--- src/rtl/mem_port_arbiter_if.sv ---
// ============================================================================
// Module   : mem_port_arbiter_if
// Brief    : Bundled global clock / active-low synchronous reset for the
//            memory port arbiter.
// Revision : 1.0 - initial release
// ============================================================================
`default_nettype none

interface mem_port_arbiter_if;
    logic clk;
    logic rst;

    modport sink   (input  clk, input  rst);
    modport source (output clk, output rst);
endinterface

`default_nettype wire

--- src/rtl/mem_port_arbiter.sv ---
// ============================================================================
// Module   : mem_port_arbiter
// Brief    : Round-robin sharing of one memory request port between N_REQ
//            requesters (port 0 = instruction fetch), one access in flight.
//            Optional macro IFETCH_PRIORITY_EN gives port 0 absolute priority.
// Revision : 1.0 - initial release
// ============================================================================
`default_nettype none

module mem_port_arbiter #(
    parameter int N_REQ = 3,
    parameter int AW    = 32,
    parameter int DW    = 32
) (
    mem_port_arbiter_if.sink        System,
    input  logic [N_REQ-1:0]        req_valid,
    input  logic [N_REQ*AW-1:0]     req_addr,
    input  logic [N_REQ*DW-1:0]     req_wdata,
    input  logic [N_REQ-1:0]        req_we,
    output logic [N_REQ-1:0]        req_grant,
    output logic [N_REQ-1:0]        resp_valid,
    output logic [DW-1:0]           resp_rdata,
    input  logic                    flush,
    output logic                    mem_req,
    output logic [AW-1:0]           mem_addr,
    output logic [DW-1:0]           mem_wdata,
    output logic                    mem_we,
    input  logic                    mem_ready,
    input  logic [DW-1:0]           mem_rdata,
    output logic                    busy
);

    localparam int               c_IW      = (N_REQ > 1) ? $clog2(N_REQ) : 1;
    localparam logic [0:0]       c_ST_IDLE = 1'b0;
    localparam logic [0:0]       c_ST_BUSY = 1'b1;
    localparam logic [N_REQ-1:0] c_ONE     = {{(N_REQ-1){1'b0}}, 1'b1};
    localparam logic [c_IW-1:0]  c_LAST    = c_IW'(N_REQ - 1);

    logic [0:0]       r_state;
    logic [0:0]       w_state_nxt;
    logic [c_IW-1:0]  r_rr_ptr;
    logic [c_IW-1:0]  r_owner;
    logic             r_drop;
    logic [N_REQ-1:0] r_grant;
    logic [N_REQ-1:0] r_resp_valid;
    logic [DW-1:0]    r_resp_rdata;
    logic [AW-1:0]    r_mem_addr;
    logic [DW-1:0]    r_mem_wdata;
    logic             r_mem_we;

    logic             w_any;
    logic [c_IW-1:0]  w_winner;
    logic             w_done;
    logic             w_flush_fetch;
    logic [c_IW-1:0]  w_rr_next;

    function automatic logic [c_IW-1:0] wrap_idx(input int v);
        return c_IW'((v >= N_REQ) ? v - N_REQ : v);
    endfunction

    // Rotating scan starting at r_rr_ptr; first requester found wins.
    always_comb begin
        w_any    = 1'b0;
        w_winner = '0;
`ifdef IFETCH_PRIORITY_EN
        if (req_valid[0]) begin
            w_any    = 1'b1;
            w_winner = '0;
        end
        for (int i = 0; i < N_REQ; i++) begin
            if (!w_any && (wrap_idx(int'(r_rr_ptr) + i) != '0)
                    && req_valid[wrap_idx(int'(r_rr_ptr) + i)]) begin
                w_any    = 1'b1;
                w_winner = wrap_idx(int'(r_rr_ptr) + i);
            end
        end
`else
        for (int i = 0; i < N_REQ; i++) begin
            if (!w_any && req_valid[wrap_idx(int'(r_rr_ptr) + i)]) begin
                w_any    = 1'b1;
                w_winner = wrap_idx(int'(r_rr_ptr) + i);
            end
        end
`endif
    end

    // Pointer advance after completion; fetch never moves it in priority mode.
    always_comb begin
`ifdef IFETCH_PRIORITY_EN
        if (r_owner == '0)
            w_rr_next = r_rr_ptr;
        else if (r_owner == c_LAST)
            w_rr_next = c_IW'(1);
        else
            w_rr_next = r_owner + c_IW'(1);
`else
        if (r_owner == c_LAST)
            w_rr_next = '0;
        else
            w_rr_next = r_owner + c_IW'(1);
`endif
    end

    assign w_done        = (r_state == c_ST_BUSY) && mem_ready;
    assign w_flush_fetch = (r_state == c_ST_BUSY) && flush && (r_owner == '0);

    always_ff @(posedge System.clk) begin
        if (!System.rst)
            r_state <= c_ST_IDLE;
        else
            r_state <= w_state_nxt;
    end

    always_comb begin
        w_state_nxt = r_state;
        case (r_state)
            c_ST_IDLE: if (w_any)     w_state_nxt = c_ST_BUSY;
            c_ST_BUSY: if (mem_ready) w_state_nxt = c_ST_IDLE;
            default:                  w_state_nxt = c_ST_IDLE;
        endcase
    end

    always_comb begin
        mem_req = (r_state == c_ST_BUSY);
        busy    = (r_state == c_ST_BUSY);
    end

    always_ff @(posedge System.clk) begin
        if (!System.rst) begin
            r_rr_ptr     <= '0;
            r_owner      <= '0;
            r_drop       <= 1'b0;
            r_grant      <= '0;
            r_resp_valid <= '0;
            r_resp_rdata <= '0;
            r_mem_addr   <= '0;
            r_mem_wdata  <= '0;
            r_mem_we     <= 1'b0;
        end else begin
            r_grant      <= '0;
            r_resp_valid <= '0;
            if ((r_state == c_ST_IDLE) && w_any) begin
                r_owner     <= w_winner;
                r_mem_addr  <= req_addr[int'(w_winner)*AW +: AW];
                r_mem_wdata <= req_wdata[int'(w_winner)*DW +: DW];
                r_mem_we    <= req_we[w_winner];
                r_grant     <= c_ONE << w_winner;
            end
            if (w_flush_fetch)
                r_drop <= 1'b1;
            // A flush landing on the completion cycle still kills the fetch.
            if (w_done) begin
                r_resp_rdata <= mem_rdata;
                if (!(r_drop || w_flush_fetch))
                    r_resp_valid <= c_ONE << r_owner;
                r_drop   <= 1'b0;
                r_rr_ptr <= w_rr_next;
            end
        end
    end

    assign req_grant  = r_grant;
    assign resp_valid = r_resp_valid;
    assign resp_rdata = r_resp_rdata;
    assign mem_addr   = r_mem_addr;
    assign mem_wdata  = r_mem_wdata;
    assign mem_we     = r_mem_we;

endmodule

`default_nettype wire
--- src/flat_wrapper.sv ---
// flat-port wrapper written by rule: the top's interface ports become plain ports
module mem_port_arbiter_flat 
#(
    parameter int N_REQ = 3,
    parameter int AW    = 32,
    parameter int DW    = 32
)
  (req_valid, req_addr, req_wdata, req_we, req_grant, resp_valid, resp_rdata, flush, mem_req, mem_addr, mem_wdata, mem_we, mem_ready, mem_rdata, busy, System_clk, System_rst);
  mem_port_arbiter_if System_i ();
  input  logic [N_REQ-1:0] req_valid;
  input  logic [N_REQ*AW-1:0] req_addr;
  input  logic [N_REQ*DW-1:0] req_wdata;
  input  logic [N_REQ-1:0] req_we;
  output logic [N_REQ-1:0] req_grant;
  output logic [N_REQ-1:0] resp_valid;
  output logic [DW-1:0] resp_rdata;
  input  logic flush;
  output logic mem_req;
  output logic [AW-1:0] mem_addr;
  output logic [DW-1:0] mem_wdata;
  output logic mem_we;
  input  logic mem_ready;
  input  logic [DW-1:0] mem_rdata;
  output logic busy;
  input wire logic [$bits(System_i.clk)-1:0] System_clk;
  input wire logic [$bits(System_i.rst)-1:0] System_rst;
  assign System_i.clk = System_clk;
  assign System_i.rst = System_rst;
  mem_port_arbiter #(.N_REQ(N_REQ), .AW(AW), .DW(DW)) u_core (.System(System_i), .req_valid(req_valid), .req_addr(req_addr), .req_wdata(req_wdata), .req_we(req_we), .req_grant(req_grant), .resp_valid(resp_valid), .resp_rdata(resp_rdata), .flush(flush), .mem_req(mem_req), .mem_addr(mem_addr), .mem_wdata(mem_wdata), .mem_we(mem_we), .mem_ready(mem_ready), .mem_rdata(mem_rdata), .busy(busy));
endmodule
--- config.mk ---
export PLATFORM = sky130hd
export DESIGN_NAME = mem_port_arbiter_flat
export DESIGN_NICKNAME = d
export VERILOG_FILES = /design/src/rtl/mem_port_arbiter_if.sv /design/src/rtl/mem_port_arbiter.sv /design/src/flat_wrapper.sv
export SDC_FILE = /design/constraint.sdc
export NUM_CORES = 1
export LEC_CHECK = 0
export ABC_AREA = 1
export CAP_MARGIN = 5
export CELL_PAD_IN_SITES_DETAIL_PLACEMENT = 1
export CELL_PAD_IN_SITES_GLOBAL_PLACEMENT = 1
export CORE_ASPECT_RATIO = 0.6
export CORE_UTILIZATION = 27
export DETAILED_ROUTE_END_ITERATION = 7
export PLACE_DENSITY = 0.89
export SYNTH_ARGS = -nofsm -noshare
export SYNTH_HDL_FRONTEND = slang
export SYNTH_SLANG_ARGS = --single-unit
--- constraint.sdc ---
create_clock -name System_clk -period 4.6 [get_ports System_clk]
set_input_delay 0.92 -clock System_clk [delete_from_list [all_inputs] [get_ports System_clk]]
set_output_delay 0.92 -clock System_clk [all_outputs]
set_load 0.02 [all_outputs]
### Yosys cells after proc, flatten, opt, wreduce, memory -nomap -nowiden

Cells that the tools add are included.

| operators by class | value |
|---|---|
| add/subtract/negate cells | 6 |
| multipliers | 0 |
| divide/modulo/power cells | 0 |
| magnitude comparators | 7 |
| equal/unequal tests | 1 |
| shift operators | 4 |
| muxes and demuxes | 21 |
| bitwise gates (word level) | 3 |
| reduce and logical (&&, ||, !) cells | 13 |

Operator list:

| cell | number |
|---|---|
| variable part select 96 x 8 -> 32 bit | 2 |
| two-way mux 2 bit | 7 |
| less-than comparator 2 x 3 -> 1 bit (second input constant) | 4 |
| two-way mux 1 bit | 9 |
| binary-select mux 1 bit (select 2 bit) | 4 |
| greater-or-equal comparator 3 x 2 -> 1 bit (second input constant) | 2 |
| logical AND 1 bit | 6 |
| left shift 1 x 2 -> 3 bit (first input constant) | 2 |
| subtractor 2 x 1 -> 2 bit (second input constant) | 2 |
| adder 2 x 1 -> 3 bit (second input constant) | 1 |
| adder 2 x 2 -> 3 bit (second input constant) | 1 |
| inverter 1 bit | 3 |
| OR reduction 3 bit | 1 |
| adder 2 x 1 -> 2 bit (second input constant) | 1 |
| equality test 2 bit (second input constant) | 1 |
| greater-or-equal comparator 2 bit (second input constant) | 1 |
| logical NOT 1 bit | 2 |
| logical NOT 2 bit | 1 |
| case mux 1 bit (2 select lines) | 1 |
| AND reduction 2 bit | 1 |
| OR reduction 2 bit | 1 |
| subtractor 2 bit (second input constant) | 1 |
| logical OR 1 bit | 1 |

| word-level totals | value |
|---|---|
| bits in registers | 109 |
| bits in latches | 0 |
| memory bits (writable) | 0 |
| bits in read-only memories | 0 |
| bits of input ports | 234 |
| output and inout bits | 105 |
| word-level logic and storage cells | 65 |
| memories kept | 0 |

### Depth between registers and ports, before layout

Gate-level depths: netlist of the first run.

| depth | value |
|---|---|
| depth after elaboration | 13 |
| gate-level depth with buffers | 15 |
| mapped depth without buffers | 13 |

### Worst setup path before layout of the first run

Ideal clock, no wire load.

| timing path | value |
|---|---|
| path type | in2reg |
| start point | in req_valid[2] |
| end point | reg u_core.r_mem_wdata[19], in the netlist u_core.mem_wdata[19] |
| setup time | 119 ps |
| data arrival time | 2029 ps |
| slack | 2452 ps |
| cell stages on the path | 9 |
| path buffers | 2 |
| cells stage by stage | inv_2 > o21ai_1 > nand2_2 > nand4_1 > buf_2 > buf_1 > nand3_1 > nand3_1 > a21oi_1 |

| between the ends | value |
|---|---|
| cells in the longest elaborated chain, start to end | 10 |

RTL lines:

| item | RTL line | source |
|---|---|---|
| start: declaration | flat_wrapper.sv:10 | `input logic [N_REQ-1:0] req_valid;` |
| binary-select mux 1 bit (select 2 bit) | mem_port_arbiter.sv:79 | `if (!w_any && req_valid[wrap_idx(int'(r_rr_ptr) + i)]) begin` |
| two-way mux 1 bit (not written as such) | mem_port_arbiter.sv:79 |  |
| two-way mux 1 bit | mem_port_arbiter.sv:79 |  |
| logical NOT 1 bit | mem_port_arbiter.sv:79 |  |
| logical AND 1 bit | mem_port_arbiter.sv:79 |  |
| two-way mux 1 bit | mem_port_arbiter.sv:79 |  |
| logical NOT 1 bit | mem_port_arbiter.sv:79 |  |
| logical AND 1 bit | mem_port_arbiter.sv:79 |  |
| two-way mux 2 bit or two-way mux 1 bit (tied branches) | mem_port_arbiter.sv:79 |  |
| variable part select 96 x 8 -> 32 bit or logical AND 1 bit (tied branches) | mem_port_arbiter.sv:145, mem_port_arbiter.sv:142 |  |
| end signal: assignment | mem_port_arbiter.sv:145 | `r_mem_wdata <= req_wdata[int'(w_winner)*DW +: DW];` |
| end: declaration | mem_port_arbiter.sv:48 | `logic [DW-1:0] r_mem_wdata;` |

Several ways; a longest one is shown, not always the timed one. The select of a mux whose other input is x is not followed.
A chain may end at the register's enable or synchronous reset.

### Worst setup path after layout of the first run

| timing path | value |
|---|---|
| start point | in req_valid[1] |
| end point | reg u_core.r_mem_wdata[12], in the netlist u_core.mem_wdata[12] |

Same word-level chain as after synthesis.

==> results.toml, run 1 <==
[power_and_ir_drop]
sw_frac_of_total_pct = 37.04
ir_drop_uv = 193.9
finalPower_mw = 3.369
p_seq_share_pct = 34.1
p_comb_share_pct = 40.0
power.density_nw_per_um2 = 334.7
p_int_mw = 2.121
p_leak_nw = 4.915
power_frac_clock_pct = 25.9
power.switching_mw = 1.248

[timing]
hold_viol = 0
tightestPinTransition_ns = 0.8631
tns_ns = 0
finalCriticalPeriod_ns = 2.902
fmax_mhz = 344.6
slew_headroom_pct = 42.46
drv_slew = 0
finalCritPeriodShare_pct = 63.08
rsz0062_at_grt = "no"
setup_viol_count_final = 0
fin_skew_ns = 0.01047

[setup_path]
end_kind = "flip-flop"
path_cells = "clkdlybuf4s50_1 > inv_1 > nand2_1 > nand3_1 > nand2_1 > nand3_1 > nand2_2 > buf_4 > nand3_1 > nand2_1 > inv_1 > a21oi_1"
worstSetupStartpointType = "primary input"
path_buf_inv = 4
critPathTopFamily = "buffers and inverters"
cp_slowest_cell = "buf_4"
required_ns = 4.90
crit_fanout = 66
crit_arrival_ns = 3.20
crit_path_max_incr_delay_ns = 0.57
crit_type = "primary input to flip-flop"

[routing]
wl_per_cell_um = 17.06
drc = 0
first_pass_iters = 5
num_vias = 7705
wl_mm = 27.54
drtIter0Drc = 320
vias_per_cell = 4.774
ant_nets = 0

[min_path]
min_path_type = "flip-flop to flip-flop"

[global_route]
overflow = 0
grt_pass1_wl_mm = 42.84
groute.usage.overall_pct = 23.34
grt_pass1_vias = 8125
grt_antenna_before_repair = 1
grt_max_degree = 72

[place]
placed_area_um2 = 9733
dp_cells = 1597
port_buffers = 338
place.detailed.hpwl_mm = 19.84
gp_congestion = 0.8732

[clock_tree]
cts_resized = 0
root_buffer = "clkbuf_16"
cts_tree = "yes"
post-cts-setup-buffer-count = 0
cts_made_buffers = 9
h-tree-depth = 3
cts.path.max_buffers = 2
clk_latency_ns = 0.37
path_clk_slew_ns = 0.08
cts.sinks = 109
postCtsHoldBufs = 0

[finish]
multi_input_area_um2 = 2861
syn_to_final_growth_pct = 62.70
fillers = 2873
fin_nets = 1538
final_cells = 1614
stdcell_area_um2 = 10060
register_area_um2 = 2182
drive_above_1_share_pct = 4.751
final_util_pct = 45.28

[logic_synthesis]
synth_seq_cells = 109
synth-seq-area-share_pct = 35.28
synthCells = 1012
synth_warnings = 0
synth_nets = 1250
yosysUniqueCellTypes = 22
syn_area_per_cell_um2 = 6.113
syn_area_um2 = 6186

[flow_run]
maxCapViolations = 0

[floorplanning]
die_area_um2 = 23540
die_w_um = 197.4
num_rows = 42
core_area_um2 = 22230
die_y_um = 119.2
initial_core_util_pct = 27.83
pin_count = 339

[run_status]
outcome = "finished, final reports clean"
-- layout make-up --
type                    instances  share of cell area, %
diodes                          1                0.02486
clock buffers                   9                  2.238
clock inverters                 7                  1.032
inverters                     213                  7.956
multi-input cells             616                  28.43
flip-flops and latches        109                  21.68
well taps                     308                  3.829
repair buffers                351                  34.81
-- sequential cells by signal (all words and copies together) (netlist names) --
register           count
u_core.mem_addr       32
u_core.mem_wdata      32
u_core.resp_rdata     32
u_core.req_grant       3
u_core.resp_valid      3
u_core.r_owner         2
u_core.r_rr_ptr        2
u_core.busy            1
u_core.mem_we          1
u_core.r_drop          1
-- metrics by stage --
step	setup WS (ns)	hold slack (ns)
after CTS	1.733	0.4765
after detailed placement	1.343	0.4633
after floorplan	2.452	0.3992
after global routing	1.529	0.4853
after global placement	1.461	0.4253
final	1.698	0.4752
-- worst paths after layout --
kind | from | end | slack (ns) | depth (start not counted)
setup / recovery | req_valid[1] | u_core.mem_wdata[12] | 1.70 | 12
hold / removal | u_core.r_drop | u_core.resp_valid[2] | 0.48 | 1
setup reg to reg | u_core.r_rr_ptr[0] | u_core.mem_wdata[12] | 1.92 | 13
hold reg to reg | u_core.r_drop | u_core.resp_valid[2] | 0.48 | 1
-- cell usage in the layout (no fill, tap or decap), drive strengths merged --
master / count
a21oi: 66
buf: 14
bufinv: 1
clkbuf: 9
clkdlybuf4s50: 337
clkinv: 5
dfxtp: 109
diode: 1
ha: 4
inv: 214
nand2: 218
nand3: 236
nand4: 4
nor2: 12
nor3: 3
nor4: 2
o21ai: 68
o31ai: 2
o32ai: 1
-- power by group through the flow --
stage | combinational, mW | clock, mW | sequential, mW
after CTS | 1.36 | 0.900 | 1.15
after detailed placement | 1.35 | 0 | 1.17
after floorplan | 0.567 | 0 | 1.31
final | 1.35 | 0.874 | 1.15
after global routing | 1.47 | 0.938 | 1.16
after global placement | 1.32 | 0 | 1.16
-- cells in the mapped netlist --
library cell / count / area (µm²)
nand4_1: 4 / 25.02
dfxtp_1: 109 / 2182
buf_1: 6 / 22.52
o21ai_0: 51 / 255.2
o31ai_1: 2 / 15.01
buf_2: 27 / 135.1
a21oi_1: 66 / 330.3
inv_2: 25 / 93.84
inv_1: 188 / 705.7
nand3_2: 1 / 10.01
o32ai_1: 1 / 8.760
nand2_1: 216 / 810.8
clkbuf_1: 31 / 116.4
o21ai_1: 17 / 85.08
buf_4: 9 / 67.56
nor4_1: 2 / 12.51
nor2_1: 12 / 45.04
nand3_1: 235 / 1176
buf_6: 1 / 11.26
nor3_1: 3 / 15.01
nand2_2: 2 / 12.51
ha_1: 4 / 50.05
-- layer usage --
layer / global-route usage, % / routed length (µm) / up-vias
li1: - / - / 3737
met1: 28.77 / 12010 / 3668
met2: 39.33 / 12720 / 272
met3: 6.995 / 2297 / 28
met4: 6.202 / 517 / 0
met5: 0 / 0 / -
-- logic make-up (layout without fill, tap and decap cells) --
| logic type | Yosys count | after routing | share of synthesized area [%] |
|---|---|---|---|
| simple gates | 475 | 475 | 34.06 |
| buf+inv | 287 | 580 | 18.63 |
| fa+ha+maj | 4 | 4 | 0.8091 |
| other cells | 0 | 1 | 0 |
| compound gates | 137 | 137 | 11.23 |
| flops | 109 | 109 | 35.28 |
Power figures use the tool's default switching activity.
==> run 2, diff against run 1 <==
--- a/config.mk
+++ b/config.mk
@@ -10,9 +10,9 @@
 export CELL_PAD_IN_SITES_DETAIL_PLACEMENT = 1
 export CELL_PAD_IN_SITES_GLOBAL_PLACEMENT = 1
 export CORE_ASPECT_RATIO = 0.6
-export CORE_UTILIZATION = 27
+export CORE_UTILIZATION = 23
 export DETAILED_ROUTE_END_ITERATION = 7
-export PLACE_DENSITY = 0.89
+export PLACE_DENSITY = 0.81
 export SYNTH_ARGS = -nofsm -noshare
 export SYNTH_HDL_FRONTEND = slang
 export SYNTH_SLANG_ARGS = --single-unit
==> constraint.sdc (replaced) <==
create_clock -name System_clk -period 2.6 [get_ports System_clk]
set_input_delay 0.52 -clock System_clk [delete_from_list [all_inputs] [get_ports System_clk]]
set_output_delay 0.52 -clock System_clk [all_outputs]
set_load 0.02 [all_outputs]
==> results.toml, run 2 (synthesis results as in run 1) <==
[min_path]
min_path_type = "flip-flop to flip-flop"
min-delay-start = "u_core.r_drop"

[place]
place.detailed.hpwl_mm = 19.73
placed_area_um2 = 10020
port_buffers = 338
dp_cells = 1658
gp_congestion = 0.8342

[finish]
final_util_pct = 39.14
final_cell_mix = "clkdlybuf4s50_1 (337), nand3_1 (235), nand2_1 (213)"
drive_above_1_share_pct = 5.327
final_common_cell = "clkdlybuf4s50_1"
stdcell_area_um2 = 10340
final_cells = 1675
fillers = 3317
syn_to_final_growth_pct = 67.15
fin_nets = 1547

[clock_tree]
cts_resized = 0
cts.path.max_buffers = 2
cts_tree = "yes"
path_clk_slew_ns = 0.08
h-tree-depth = 3
post-cts-setup-buffer-count = 0
postCtsHoldBufs = 0
cts.sinks = 109
cts_made_buffers = 9
clk_latency_ns = 0.38
root_buffer = "clkbuf_16"

[setup_path]
endpoint = "u_core.mem_addr[29]"
required_ns = 2.90
worstSetupStartpointType = "flip-flop"
r2r_end = "u_core.mem_addr[29]"
crit_arrival_ns = 2.66
reg2regPathDepth = 12
crit_fanout = 39
crit_type = "flip-flop to flip-flop"
rrSetupSlack_ns = 0.25
end_kind = "flip-flop"
crit_start = "u_core.r_rr_ptr[0]"
r2r_start = "u_core.r_rr_ptr[0]"

[global_route]
overflow = 0
grt_antenna_before_repair = 2
groute.usage.overall_pct = 19.61
grt_pass1_wl_mm = 42.03
grt_max_degree = 71
grt_pass1_vias = 7943

[floorplanning]
core_area_um2 = 26420
die_w_um = 213.7
die_y_um = 129.0
die_area_um2 = 27580
num_rows = 46
initial_core_util_pct = 23.42
pin_count = 339

[timing]
hold_viol = 0
finalCritPeriodShare_pct = 90.52
rsz0062_at_grt = "no"
tightestPinTransition_ns = 0.4705
tns_ns = 0
fin_skew_ns = 0.008603
hold_ws_ns = 0.4453
finalCriticalPeriod_ns = 2.354
setup_viol_count_final = 0
slew_headroom_pct = 68.64
drv_slew = 0
fmax_mhz = 424.9

[routing]
drtIter0Drc = 309
vias_per_cell = 4.565
drc = 0
ant_nets = 0
num_vias = 7646
wl_per_cell_um = 16.09
wl_mm = 26.96
first_pass_iters = 6

[power_and_ir_drop]
ir_drop_uv = 341.8
power.density_nw_per_um2 = 581.3
p_leak_nw = 5.011

[flow_run]
maxCapViolations = 0

[run_status]
outcome = "finished, final reports clean"
-- run 2: changes by cell type in the layout (fill, tap and decap cells not counted), sizes merged --
| cell | previous run | this run |
|---|---|---|
| clkbuf | 9 | 10 |
| inv | 214 | 216 |
| clkinv | 5 | 2 |
| buf | 14 | 23 |
-- run 2: final cells by class --
cell class | instances | area [µm²] | share of cell area [%]
Clock buffer | 10 | 229.0 | 2.214
Timing Repair Buffer | 360 | 3721 | 35.99
Antenna cell | 1 | 2.502 | 0.02420
Tap cell | 360 | 450.4 | 4.356
Inverter | 213 | 802.0 | 7.757
Sequential cell | 109 | 2182 | 21.10
Multi-Input combinational cell | 616 | 2861 | 27.67
Clock inverter | 6 | 91.34 | 0.8834
-- run 2: how the worst min path moves through the flow --
stage                     depth (start not counted)  slack, ns                    to
after global placement                            1       0.43  u_core.resp_valid[2]
after floorplan                                   1       0.40  u_core.resp_valid[2]
after CTS                                         1       0.45  u_core.resp_valid[2]
after global routing                              1       0.45  u_core.resp_valid[2]
after detailed placement                          1       0.43  u_core.resp_valid[2]
final                                             1       0.45  u_core.resp_valid[2]
-- run 2: power by group --
part / internal, mW / switching (mW) / total [mW]
sequential: 1.90 / 0.126 / 2.03
clock: 0.780 / 0.746 / 1.53
combinational: 1.13 / 1.33 / 2.46
-- run 2: through the flow --
stage / power, mW / setup WS [ns]
2_1_floorplan: 3.322 / 0.6476
3_3_place_gp: 4.474 / 0.1572
3_5_place_dp: 4.540 / 0.09701
4_1_cts: 6.117 / 0.2116
5_1_grt: 6.425 / 0.01869
6_report: 6.010 / 0.2465
-- run 2: critical path, cell delays in order (launching register included) --
cell and delay [ns]:
dfxtp_1 0.37, inv_1 0.08, ha_1 0.39, inv_2 0.08
nand2_1 0.06, nand3_1 0.10, nand2_2 0.12, nand4_1 0.18
buf_12 0.21, nand2_2 0.12, buf_12 0.23, nand3_1 0.15
a21oi_1 0.15
-- run 2: routing by layer --
layer  part of all wire (%)  routed length [µm]  track usage, %  vias up
met5                  0.045                  12               0        -
li1                       -                   -               -     3757
met3                    9.1                2460           7.731       36
met1                     45               12100           24.29     3614
met4                    1.7                 469           5.504        2
met2                     44               11920           31.53      237
==> run 3, diff against run 2 <==
--- a/config.mk
+++ b/config.mk
@@ -7,12 +7,12 @@
 export LEC_CHECK = 0
 export ABC_AREA = 1
 export CAP_MARGIN = 5
-export CELL_PAD_IN_SITES_DETAIL_PLACEMENT = 1
-export CELL_PAD_IN_SITES_GLOBAL_PLACEMENT = 1
 export CORE_ASPECT_RATIO = 0.6
-export CORE_UTILIZATION = 23
+export CORE_UTILIZATION = 36
+export CTS_BUF_LIST = sky130_fd_sc_hd__clkbuf_4 sky130_fd_sc_hd__clkbuf_8 sky130_fd_sc_hd__clkbuf_16
 export DETAILED_ROUTE_END_ITERATION = 7
 export PLACE_DENSITY = 0.81
 export SYNTH_ARGS = -nofsm -noshare
 export SYNTH_HDL_FRONTEND = slang
 export SYNTH_SLANG_ARGS = --single-unit
+export TNS_END_PERCENT = 30
==> results.toml, run 3 (synthesis results as in run 1) <==
[timing]
hold_ws_ns = 0.4733
rsz0062_at_grt = "no"
tns_ns = 0
setup_viol_count_final = 0
drv_slew = 0
finalCriticalPeriod_ns = 2.284
fin_skew_ns = 0.01397
finalCritPeriodShare_pct = 87.85
slew_headroom_pct = 75.98
hold_viol = 0
fmax_mhz = 437.8
tightestPinTransition_ns = 0.3602

[power_and_ir_drop]
power.density_nw_per_um2 = 579.1
ir_drop_uv = 342.4
p_leak_nw = 5.002

[routing]
num_vias = 7557
wl_per_cell_um = 14.60
ant_nets = 0
wl_mm = 22.55
drc = 0
vias_per_cell = 4.894
first_pass_iters = 5
drtIter0Drc = 572

[finish]
syn_to_final_growth_pct = 64.02
drive_above_1_share_pct = 5.547
antennaDiodeCount = 0
final_common_cell = "clkdlybuf4s50_1"
final_cell_mix = "clkdlybuf4s50_1 (337), nand3_1 (235), nand2_1 (213)"
fillers = 1482
fin_nets = 1549
final_cells = 1544

[global_route]
grt_max_degree = 80
grt_pass1_vias = 7089
groute.usage.overall_pct = 25.05
grt_antenna_before_repair = 0
overflow = 0
grt_pass1_wl_mm = 35.91

[setup_path]
end_kind = "flip-flop"
required_ns = 2.85
rrSetupSlack_ns = 0.32
crit_fanout = 24
crit_arrival_ns = 2.53
crit_type = "flip-flop to flip-flop"
worstSetupStartpointType = "flip-flop"

[place]
place.detailed.hpwl_mm = 16.09
port_buffers = 338
dp_cells = 1525
gp_congestion = 0.8705

[clock_tree]
cts.path.max_buffers = 2
cts_made_buffers = 9
cts_tree = "yes"
clk_latency_ns = 0.35
path_clk_slew_ns = 0.09
h-tree-depth = 3
cts.sinks = 109
root_buffer = "clkbuf_16"
postCtsHoldBufs = 0

[run_status]
outcome = "finished, final reports clean"

[floorplanning]
die_area_um2 = 17730
pin_count = 339
initial_core_util_pct = 37.42
core_area_um2 = 16530
die_w_um = 171.2
die_y_um = 103.5
num_rows = 36

[flow_run]
maxCapViolations = 0

[min_path]
min_path_type = "flip-flop to flip-flop"
[run 3: per-stage QoR]
step	util, %	total power, mW	cell area [µm²]	worst slack (ns)
final	61.38	5.876	10150	0.3159
after global routing	61.38	6.224	10150	0.08661
after CTS	61.24	5.916	10120	0.2171
after detailed placement	59.31	4.432	9804	0.08533
after global placement	59.31	4.394	9804	0.09848
after floorplan	-	3.322	6186	0.6476
[run 3: final timing paths]
path                                            from                   end  cells after the start
worst min register to register  u_core.resp_rdata[3]  u_core.resp_rdata[3]                      2
worst min-delay path            u_core.resp_rdata[3]  u_core.resp_rdata[3]                      2
worst max-delay path              u_core.r_rr_ptr[0]  u_core.mem_wdata[20]                     12
worst max register to register    u_core.r_rr_ptr[0]  u_core.mem_wdata[20]                     12
[run 3: report_power, final]
part / switching (mW) / internal, mW / leakage, nW
Clock: 0.763 / 0.709 / 0.154
Sequential: 0.121 / 1.90 / 0.900
Combinational: 1.26 / 1.12 / 3.95
[run 3: timing repair]
action | CTS | global route
setup buffers | 0 | 3
gates resized for setup | 0 | 0
endpoints found under the setup margin | 0 | 15
[run 3: cell type report]
type                    instances  area (µm²)  area share [%]
flip-flops and latches        109        2182           21.51
clock inverters                 7       93.84          0.9249
repair buffers                362        3696           36.43
inverters                     213       802.0           7.905
well taps                     228       285.3           2.812
multi-input cells             616        2861           28.20
clock buffers                   9       225.2           2.220
[run 3: worst max-delay path, stage by stage (launching register included)]
cell     delay [ns]
dfxtp_1        0.36
inv_1          0.09
ha_1           0.41
inv_2          0.08
nand2_1        0.06
nand3_1        0.07
nand2_2        0.11
nand4_1        0.25
nand2_2        0.17
buf_4          0.29
nand2_1        0.12
nand3_1        0.09
a21oi_1        0.06
[run 3: layer usage]
layer	up-vias	track usage, %	share of wire, %
met4	0	3.954	0.72
li1	3765	-	-
met3	14	5.617	8.4
met5	-	0	0
met2	291	42.54	47
met1	3487	32.74	43
